`config.mk`:
```
export PLATFORM = sky130hd
export DESIGN_NAME = booth_mult8
export DESIGN_NICKNAME = d
export VERILOG_FILES = /design/src/rtl/booth_mult8.sv
export SDC_FILE = /design/constraint.sdc
export NUM_CORES = 1
export LEC_CHECK = 0
export BUFFER_PORTS_ARGS = -buffer_cell sky130_fd_sc_hd__buf_2
export CAP_MARGIN = 15
export CORE_MARGIN = 2
export CORE_UTILIZATION = 35
export CTS_CLUSTER_DIAMETER = 30
export DETAILED_ROUTE_END_ITERATION = 8
export PLACE_DENSITY = 0.66
export SYNTH_ARGS = -nofsm -noshare
export SYNTH_HDL_FRONTEND = slang
export SYNTH_SLANG_ARGS = --single-unit
```
`constraint.sdc`:
```
create_clock -name clk -period 2.8 [get_ports clk]
set_clock_uncertainty 0.05 [all_clocks]
set_input_delay 0.42 -clock clk [delete_from_list [all_inputs] [get_ports clk]]
set_output_delay 0.42 -clock clk [all_outputs]
set_load 0.005 [all_outputs]
```
`src/rtl/booth_mult8.sv`:
```
// booth_mult8: sequential signed WIDTHxWIDTH multiplier, radix-2 Booth recoding.
// One Booth iteration per clock. The operand capture is folded into the
// IDLE->RUN transition, so there is no separate LOAD state.
// Optional feature: define BOOTH_MULT8_OVF_EN to flag products that do not fit
// in signed WIDTH bits. Without it, ovf is tied to 0.
//
// state | meaning
// IDLE  | waiting for start; operands captured on the accepting edge
// RUN   | one Booth add/sub plus arithmetic shift per cycle, WIDTH cycles
// DONE  | product, ovf and the one-cycle done pulse are registered
module booth_mult8 #(
  parameter int WIDTH = 8
) (
  input  logic                 clk,
  input  logic                 rst,
  input  logic                 start,
  input  logic [WIDTH-1:0]     a_in,
  input  logic [WIDTH-1:0]     b_in,
  output logic                 busy,
  output logic                 done,
  output logic [2*WIDTH-1:0]   product,
  output logic                 ovf
);

  localparam int CW = $clog2(WIDTH) + 1;
  localparam logic [CW-1:0] LAST = CW'(WIDTH - 1);

  typedef enum logic [1:0] {IDLE, RUN, DONE} state_t;

  state_t             state;
  logic [WIDTH:0]     acc;
  logic [WIDTH:0]     m;
  logic [WIDTH-1:0]   q;
  logic               q_1;
  logic [CW-1:0]      count;
  logic [WIDTH:0]     sum;
  logic [2*WIDTH-1:0] product_next;

  assign product_next = {acc[WIDTH-1:0], q};

  // Booth recoding of the current multiplier bit pair: add, subtract or pass
  always_comb begin
    sum = acc;
    case ({q[0], q_1})
      2'b01:   sum = acc + m;
      2'b10:   sum = acc - m;
      default: sum = acc;
    endcase
  end

`ifdef BOOTH_MULT8_OVF_EN
  logic [WIDTH:0] top_bits;
  logic           ovf_next;

  assign top_bits = product_next[2*WIDTH-1:WIDTH-1];
  assign ovf_next = ~((&top_bits) | ~(|top_bits));
`else
  assign ovf = 1'b0;
`endif

  // Control FSM and datapath registers; results change only in DONE
  always_ff @(posedge clk or posedge rst) begin
    if (rst) begin
      state   <= IDLE;
      acc     <= '0;
      m       <= '0;
      q       <= '0;
      q_1     <= 1'b0;
      count   <= '0;
      busy    <= 1'b0;
      done    <= 1'b0;
      product <= '0;
`ifdef BOOTH_MULT8_OVF_EN
      ovf     <= 1'b0;
`endif
    end else begin
      done <= 1'b0;
      case (state)
        IDLE: begin
          if (start) begin
            m     <= {a_in[WIDTH-1], a_in};
            q     <= b_in;
            acc   <= '0;
            q_1   <= 1'b0;
            count <= '0;
            busy  <= 1'b1;
            state <= RUN;
          end
        end
        RUN: begin
          acc   <= {sum[WIDTH], sum[WIDTH:1]};
          q     <= {sum[0], q[WIDTH-1:1]};
          q_1   <= q[0];
          count <= count + CW'(1);
          if (count == LAST) begin
            busy  <= 1'b0;
            state <= DONE;
          end
        end
        DONE: begin
          product <= product_next;
`ifdef BOOTH_MULT8_OVF_EN
          ovf     <= ovf_next;
`endif
          done    <= 1'b1;
          state   <= IDLE;
        end
        default: state <= IDLE;
      endcase
    end
  end

endmodule
```
==> results of run 1 <==
==> cell usage in the layout, fill, tap and decap left out, types with 4 or more instances in the layout <==
cell type	synthesis	final
clkbuf_8	2	6
mux2i_1	4	4
nor3_1	6	6
nor2_1	29	29
mux2_2	23	23
nand3_1	9	9
ha_1	11	11
inv_1	10	9
a21oi_1	10	9
xnor2_1	7	7
o22ai_1	7	7
nand2_1	18	18
buf_4	1	7
buf_2	3	36
dfrtp_1	49	49
o21ai_0	15	14
==> power groups by stage <==
stage          Clock, uW  Sequential (uW)  Combinational, uW
6_report             523             1300               2470
5_1_grt              572             1350               2800
4_1_cts              542             1300               2370
3_5_place_dp           0             1320               2350
3_3_place_gp           0             1300               2310
2_1_floorplan          0             1260               1940
==> final timing paths <==
check | from | endpoint | cells after the start | slack, ps
worst max-delay path | q[0] | acc[5] | 12 | 160
worst min-delay path | rst | product[4] | 2 | 60
worst max register to register | q[0] | acc[5] | 12 | 160
worst min register to register | count[3] | state[1] | 1 | 440
max in group asynchronous | rst | m[5] | 3 | 1920
min in group clk | a_in[4] | m[4] | 2 | 300
==> state kept, by name, summed over array words and instances, names as in the netlist <==
register and count:
m 8, acc 8, q_1 1, q 8, count 4, busy 1
done 1, state 2, product 16
==> cells by family after synthesis <==
family	count (synthesis)	synth area share, %
multiplexers	27	11.9
buffers and inverters	23	4.83
XOR/XNOR	9	3.13
flip-flops	49	48.8
AND/OR/NAND/NOR	74	13.3
adder cells (fa/ha/maj)	12	6.27
AO/OA/AOI/OAI	48	11.6
other	1	0.149
==> timing repair <==
item	CTS	global route
setup buffers	0	3
setup endpoints to repair	0	2
gates resized for setup	0	4
==> routing by layer <==
metal  vias up  GRT usage (%)  share of wire [%]
met3         6           3.64                5.1
met1       853           17.2                 47
li1        918              -                  -
met4         0           4.55                1.6
met5         -              0                  0
met2        37           20.8                 46
==> cell type report <==
type,count,area (sq um),share of cell area (%)
Sequential cell,49,1230,42.0
Multi-Input combinational cell,171,1180,40.6
Timing Repair Buffer,43,233,7.98
Tap cell,96,120,4.12
Clock buffer,7,86.3,2.96
Inverter,10,37.5,1.29
Clock inverter,1,30.0,1.03
==> critical path, stage by stage, from the launching register on <==
cell     delay, ps
dfrtp_1        420
ha_1           240
buf_4          180
nor2_1         130
xnor2_1         80
ha_1           350
o21ai_2        190
a21oi_2         50
buf_4          140
o21a_1         180
o21a_1         170
o311a_1        320
nor2_1          90
==> through the flow <==
stage / power (uW) / setup WS (ps) / instance area [sq um] / hold WS, ps / cells
after detailed placement: 3670 / 111 / 2760 / 411 / 366
after CTS: 4210 / 93.8 / 2880 / 76.0 / 374
after global routing: 4720 / -8.96 / 2920 / 92.4 / 377
after floorplan: 3210 / 117 / 2510 / 401 / 243
after global placement: 3610 / 216 / 2760 / 407 / 366
final: 4290 / 159 / 2920 / 57.5 / 377
==> results.sh, run 1 <==
export IMPL_p_int_uw=2520
export IMPL_period_share_pct=94.3
export IMPL_syn_area_sq_mm=0.00251
export IMPL_htreeDepth=2
export IMPL_grt_first_pass_wirelength_microns=7980
export IMPL_rsz0062_at_grt="yes"
export IMPL_dieArea_sq_mm=0.00788
export IMPL_worstPathMaxFanout=8
export IMPL_drtIter0Drc=80
export IMPL_hold_path_class="input pin to async pin"
export IMPL_num_vias=1814
export IMPL_crit_required_ps=2990
export IMPL_dr_pass1_iters=4
export IMPL_final_hold_viol_count=0
export IMPL_drc_errors=0
export IMPL_antenna_found_initial=0
export IMPL_pwr_density_cell_mw_per_mm2=1470
export IMPL_grt_usage_pct=13.1
export IMPL_outcome="complete, no violations"
export IMPL_dieHeight_microns=88.8
export IMPL_num_antenna_cells=0
export IMPL_ir_drop_mv=0.408
export IMPL_areaGrowthSynthToFinish_pct=16.0
export IMPL_routedWlPerCell_microns=12.9
export IMPL_start_util_pct=36.6
export IMPL_port_buffers=36
export IMPL_fmax_mhz=379
export IMPL_rows=30
export IMPL_synth_most_common_cell="dfrtp_1"
export IMPL_critPathKind="flip-flop to flip-flop"
export IMPL_place_hpwl_microns=3550
export IMPL_grt_overflow=0
export IMPL_holdBufCountCts=0
export IMPL_nets=311
export IMPL_p_switching_uw=1770
export IMPL_pwr_share_seq_pct=30.3
export IMPL_startpoint_type="flip-flop"
export IMPL_io_pins=38
export IMPL_fin_setup_tns_ps=0
export IMPL_synth_nets=274
export IMPL_fillers=664
export IMPL_dieWidth_microns=88.8
export IMPL_crit_arrival_ps=2830
export IMPL_clk_path_buf_depth=2
export IMPL_core_area_sq_mm=0.00687
export IMPL_synth_warnings=0
export IMPL_grt_max_degree=29
export IMPL_root_buffer="clkbuf_8"
export IMPL_setup_violations_final=0
export IMPL_numCtsBuffers=5
export IMPL_gp_congestion=0.786
export IMPL_p_leak_uw=0.00129
export IMPL_period_minus_slack_ps=2640
export IMPL_synth_distinct_cells=39
export IMPL_cap_violations=0
export IMPL_slew_violations=0
export IMPL_vias_per_cell=4.81
export IMPL_grt_pass1_vias=1623
export IMPL_power_frac_comb_pct=57.5
export IMPL_synth_edf_count=0
export IMPL_yosysSeqAreaShare_pct=48.8
export IMPL_yosys_top_cells_area="dfrtp_1 49%, mux2_2 10%, ha_1 5.5%"
export IMPL_synth_top_area_share_pct=48.8
export IMPL_syn_inst=243
export IMPL_cts_tree="built"
export IMPL_clkTransAtPathRegs_ps=90
export IMPL_clock_sinks=49
export IMPL_avgSynthCellArea_sq_um=10.3
export IMPL_swShare_pct=41.3
export IMPL_drtAntennaViolNets=0
export IMPL_drive_gt1_share_pct=28.1
export IMPL_pwr_share_clk_pct=12.2
export IMPL_post_route_util_pct=42.5
export IMPL_slew_headroom_pct=39.6
export IMPL_critPathCaptureType="flip-flop"
export IMPL_synth_top_cell_by_area="dfrtp_1"
export IMPL_synthArstFlopShare_pct=100
export IMPL_synth_top_cells_by_count="49 x dfrtp_1, 29 x nor2_1, 23 x mux2_2, 18 x nand2_1, 15 x o21ai_0"
export IMPL_clock_latency_ps=300
export IMPL_tightest_slew_ps=906
export IMPL_synth_seq_cells=49
export IMPL_finalWirelength_microns=4850
export IMPL_synth_main_ff_cell="dfrtp_1"
Power figures use the tool's default switching activity.
==> run 2: changes to the inputs <==
SETUP_SLACK_MARGIN = 0.3   (was default)
==> results.sh, run 2 (synthesized netlist as in run 1, its figures left out) <==
export IMPL_outcome="complete, no violations"
export IMPL_r2r_setup_slack_ps=280
export IMPL_num_vias=1911
export IMPL_clk_path_buf_depth=2
export IMPL_final_hold_viol_count=0
export IMPL_grt_pass1_vias=1763
export IMPL_crit_arrival_ps=2660
export IMPL_root_buffer="clkbuf_8"
export IMPL_areaGrowthSynthToFinish_pct=21.0
export IMPL_dieWidth_microns=88.8
export IMPL_slew_violations=0
export IMPL_period_minus_slack_ps=2520
export IMPL_tightest_slew_ps=873
export IMPL_nets=318
export IMPL_r2r_start="q[0]"
export IMPL_gp_congestion=0.808
export IMPL_grt_max_degree=50
export IMPL_reg2reg_depth=11
export IMPL_hold_path_class="input pin to async pin"
export IMPL_slew_headroom_pct=41.8
export IMPL_routedWlPerCell_microns=13.3
export IMPL_vias_per_cell=4.99
export IMPL_dieArea_sq_mm=0.00788
export IMPL_rows=30
export IMPL_finalWirelength_microns=5090
export IMPL_drtIter0Drc=71
export IMPL_clock_latency_ps=300
export IMPL_fin_setup_tns_ps=0
export IMPL_worstPathMaxFanout=8
export IMPL_startpoint_type="flip-flop"
export IMPL_period_share_pct=89.9
export IMPL_dr_pass1_iters=4
export IMPL_rr_endpoint="acc[6]"
export IMPL_drc_errors=0
export IMPL_largest_reg_flops=16
export IMPL_grt_usage_pct=13.6
export IMPL_final_cell_mix="48 x dfrtp_1, 36 x buf_2, 26 x nor2_1"
export IMPL_layout_commonest_cell="dfrtp_1"
export IMPL_grt_overflow=0
export IMPL_start_util_pct=36.6
export IMPL_num_antenna_cells=0
export IMPL_place_hpwl_microns=3480
export IMPL_holdBufCountCts=0
export IMPL_clock_sinks=49
export IMPL_clkTransAtPathRegs_ps=90
export IMPL_drtAntennaViolNets=0
export IMPL_drive_gt1_share_pct=33.8
export IMPL_numCtsBuffers=5
export IMPL_antenna_found_initial=0
export IMPL_critPathCaptureType="flip-flop"
export IMPL_fmax_mhz=397
export IMPL_cap_violations=0
export IMPL_setup_violations_final=0
export IMPL_rsz0062_at_grt="yes"
export IMPL_htreeDepth=2
export IMPL_cts_tree="built"
export IMPL_core_area_sq_mm=0.00687
export IMPL_dieHeight_microns=88.8
export IMPL_grt_first_pass_wirelength_microns=8340
export IMPL_crit_required_ps=2940
export IMPL_io_pins=38
export IMPL_critPathKind="flip-flop to flip-flop"
export IMPL_port_buffers=36
export IMPL_top_register="product"
[run 2: cell count changes in the layout (fill, tap and decap cells not counted), moves of 2 or more]
cell,before,now
a21oi_2,2,0
o21ai_0,14,12
ha_1,11,9
buf_4,7,13
nor2_1,29,26
ha_4,0,2
o21ai_1,2,4
nor3_1,6,4
nor2_2,0,2
[run 2: metal layers]
metal / wire [microns] / global-route usage, % / share of wire (%)
met1: 2390 / 17.6 / 47
met2: 2320 / 21.8 / 46
met3: 245 / 3.36 / 4.8
met4: 130 / 5.65 / 2.6
met5: 0 / 0 / 0
[run 2: metrics by stage]
stage	cell area, sq um	hold WS [ps]	utilization (%)	setup WS, ps	std cells
after floorplan	2530	401	-	323	243
after global placement	2770	411	40.3	262	366
after detailed placement	2770	423	40.3	244	366
after CTS	2900	230	42.2	290	376
after global routing	3040	274	44.3	159	383
final	3040	212	44.3	283	383
[run 2: timing repair]
| item | CTS | global route |
|---|---|---|
| buffers inserted | 3 | 7 |
| pin swaps | 3 | 12 |
| setup endpoints to repair | 3 | 4 |
| resized for setup | 2 | 20 |
| cloned | 0 | 0 |
[run 2: worst max-delay path by stage]
stage             end  from  slack, ps  cells past startpoint
3_5_place_dp   acc[5]  q[0]        240                     11
3_3_place_gp   acc[5]  q[0]        260                     11
5_1_grt        acc[4]  m[1]        160                     12
4_1_cts        acc[7]   q_1        290                     10
6_report       acc[6]  q[0]        280                     11
2_1_floorplan  acc[7]   q_1        320                     11
[run 2: layout make-up]
| class | count | area (sq um) |
|---|---|---|
| Fill cell | 669 | 3820 |
| Multi-Input combinational cell | 171 | 1260 |
| Sequential cell | 49 | 1230 |
| Timing Repair Buffer | 50 | 293 |
| Tap cell | 96 | 120 |
| Clock buffer | 5 | 68.8 |
| Inverter | 10 | 37.5 |
| Clock inverter | 2 | 35.0 |
[run 2: worst max-delay path, cell delays in order, from the launching register on]
cell      delay [ps]
dfrtp_2          440
ha_4             190
buf_8            140
nor2_4           110
xnor2_2          130
ha_1             280
o21ai_2          220
buf_4            140
a21oi_1           70
a311oi_2         320
mux2i_1          240
nand2_1           70
Power of run 2 is left out: the tool's default activity adds up to more than one toggle a clock period on the data nets, which glitch-free logic cannot reach.
==> run 3: changes to the inputs <==
PLACE_DENSITY = 0.64   (was 0.66)
clock period = 2.5 ns   (was 2.8 ns; I/O delays follow)
==> results.sh, run 3 (synthesized netlist as in run 1, its figures left out) <==
export IMPL_critPathKind="flip-flop to flip-flop"
export IMPL_fmax_mhz=405
export IMPL_path_delay_family="compound AO/OA/AOI/OAI gates"
export IMPL_crit_arrival_ps=2600
export IMPL_grt_first_pass_wirelength_microns=8420
export IMPL_final_cell_mix="49 x dfrtp_1, 36 x buf_2, 25 x nor2_1"
export IMPL_slew_headroom_pct=38.3
export IMPL_port_buffers=36
export IMPL_pre_cts_slack_ps=1.97
export IMPL_slowest_delay_ps=410
export IMPL_root_buffer="clkbuf_8"
export IMPL_drc_errors=0
export IMPL_period_minus_slack_ps=2470
export IMPL_drtAntennaViolNets=0
export IMPL_core_area_sq_mm=0.00687
export IMPL_holdBufCountCts=0
export IMPL_clock_latency_ps=300
export IMPL_rows=30
export IMPL_layout_commonest_cell="dfrtp_1"
export IMPL_clkTransAtPathRegs_ps=100
export IMPL_reg2reg_depth=10
export IMPL_num_antenna_cells=0
export IMPL_antenna_found_initial=0
export IMPL_clk_path_buf_depth=2
export IMPL_grt_pass1_vias=1767
export IMPL_grt_usage_pct=13.7
export IMPL_fin_setup_tns_ps=0
export IMPL_crit_chain="inv_2, ha_4, mux2_4, fa_2, nand2b_4, a21oi_4, o21ai_2, xor2_1, o311ai_1, o41ai_1"
export IMPL_worstPathMaxFanout=3
export IMPL_num_vias=1919
export IMPL_critPathSlowestCell="dfrtp_1"
export IMPL_fin_hold_ws_ps=162
export IMPL_grt_max_degree=50
export IMPL_vias_per_cell=4.95
export IMPL_rr_endpoint="acc[7]"
export IMPL_clock_sinks=49
export IMPL_slew_violations=0
export IMPL_largest_reg_flops=16
export IMPL_period_share_pct=98.8
export IMPL_crit_required_ps=2630
export IMPL_io_pins=38
export IMPL_startpoint_type="flip-flop"
export IMPL_critPathCaptureType="flip-flop"
export IMPL_outcome="complete, no violations"
export IMPL_dr_pass1_iters=4
export IMPL_numCtsBuffers=5
export IMPL_grt_overflow=0
export IMPL_r2r_setup_slack_ps=30
export IMPL_hold_path_class="input pin to async pin"
export IMPL_drtIter0Drc=114
export IMPL_place_hpwl_microns=3560
export IMPL_drive_gt1_share_pct=40.1
export IMPL_finalWirelength_microns=5390
export IMPL_cts_tree="built"
export IMPL_gp_congestion=0.760
export IMPL_top_register="product"
export IMPL_routedWlPerCell_microns=13.9
export IMPL_tightest_slew_ps=926
export IMPL_areaGrowthSynthToFinish_pct=26.2
export IMPL_final_hold_viol_count=0
export IMPL_start_util_pct=36.6
export IMPL_setup_violations_final=0
export IMPL_nets=322
export IMPL_path_buf_inv=1
export IMPL_r2r_start="q_1"
export IMPL_dieWidth_microns=88.8
export IMPL_dieHeight_microns=88.8
export IMPL_dieArea_sq_mm=0.00788
export IMPL_htreeDepth=2
export IMPL_cap_violations=0
export IMPL_startpoint="q_1"
export IMPL_setup_ws_ps=29.8
export IMPL_rsz0062_at_grt="yes"
==> run 3: cell count changes in the layout (fill, tap and decap cells not counted), sizes merged <==
cell      delta
clkbuf       +1
buf          +4
clkinv       -1
clkinvlp     +1
==> run 3: worst max-delay path by stage <==
stage	to	depth (start not counted)	slack [ps]
2_1_floorplan	acc[7]	11	50
3_3_place_gp	acc[7]	11	50
3_5_place_dp	acc[6]	11	2
4_1_cts	acc[7]	10	50
5_1_grt	acc[6]	11	-60
6_report	acc[7]	10	30
==> run 3: metal layers <==
layer,routed length (microns),global-route usage [%],vias to the layer above
met3,216,3.08,6
met1,2510,18.9,927
met2,2590,21.8,44
met5,0,0,-
met4,67,3.99,0
li1,-,-,942
==> run 3: through the flow <==
stage / cell area, sq um / cells / util [%]
after floorplan: 2540 / 243 / -
after global placement: 2830 / 371 / 41.2
after detailed placement: 2830 / 371 / 41.2
after CTS: 3030 / 385 / 44.1
after global routing: 3170 / 388 / 46.2
final: 3170 / 388 / 46.2
==> run 3: worst reg2reg max path: stages (launching register included) <==
cell,delay [ps]
dfrtp_1,410
inv_2,80
ha_4,150
mux2_4,320
fa_2,340
nand2b_4,170
a21oi_4,190
o21ai_2,80
xor2_1,170
o311ai_1,270
o41ai_1,120
==> run 3: layout make-up <==
| class | instances | area (sq um) |
|---|---|---|
| tap | 96 | 120 |
| fill | 652 | 3700 |
| clock inverter | 2 | 37.5 |
| timing repair buffer | 54 | 335 |
| inverter | 10 | 37.5 |
| multi-input combinational | 171 | 1330 |
| sequential | 49 | 1230 |
| clock buffer | 6 | 82.6 |
==> run 3: what timing repair did <==
action / CTS / global route
resized for setup: 10 / 30
setup endpoints to repair: 6 / 6
pin swaps: 11 / 21
buffers inserted: 6 / 3
Power of run 3 is left out for the same reason.
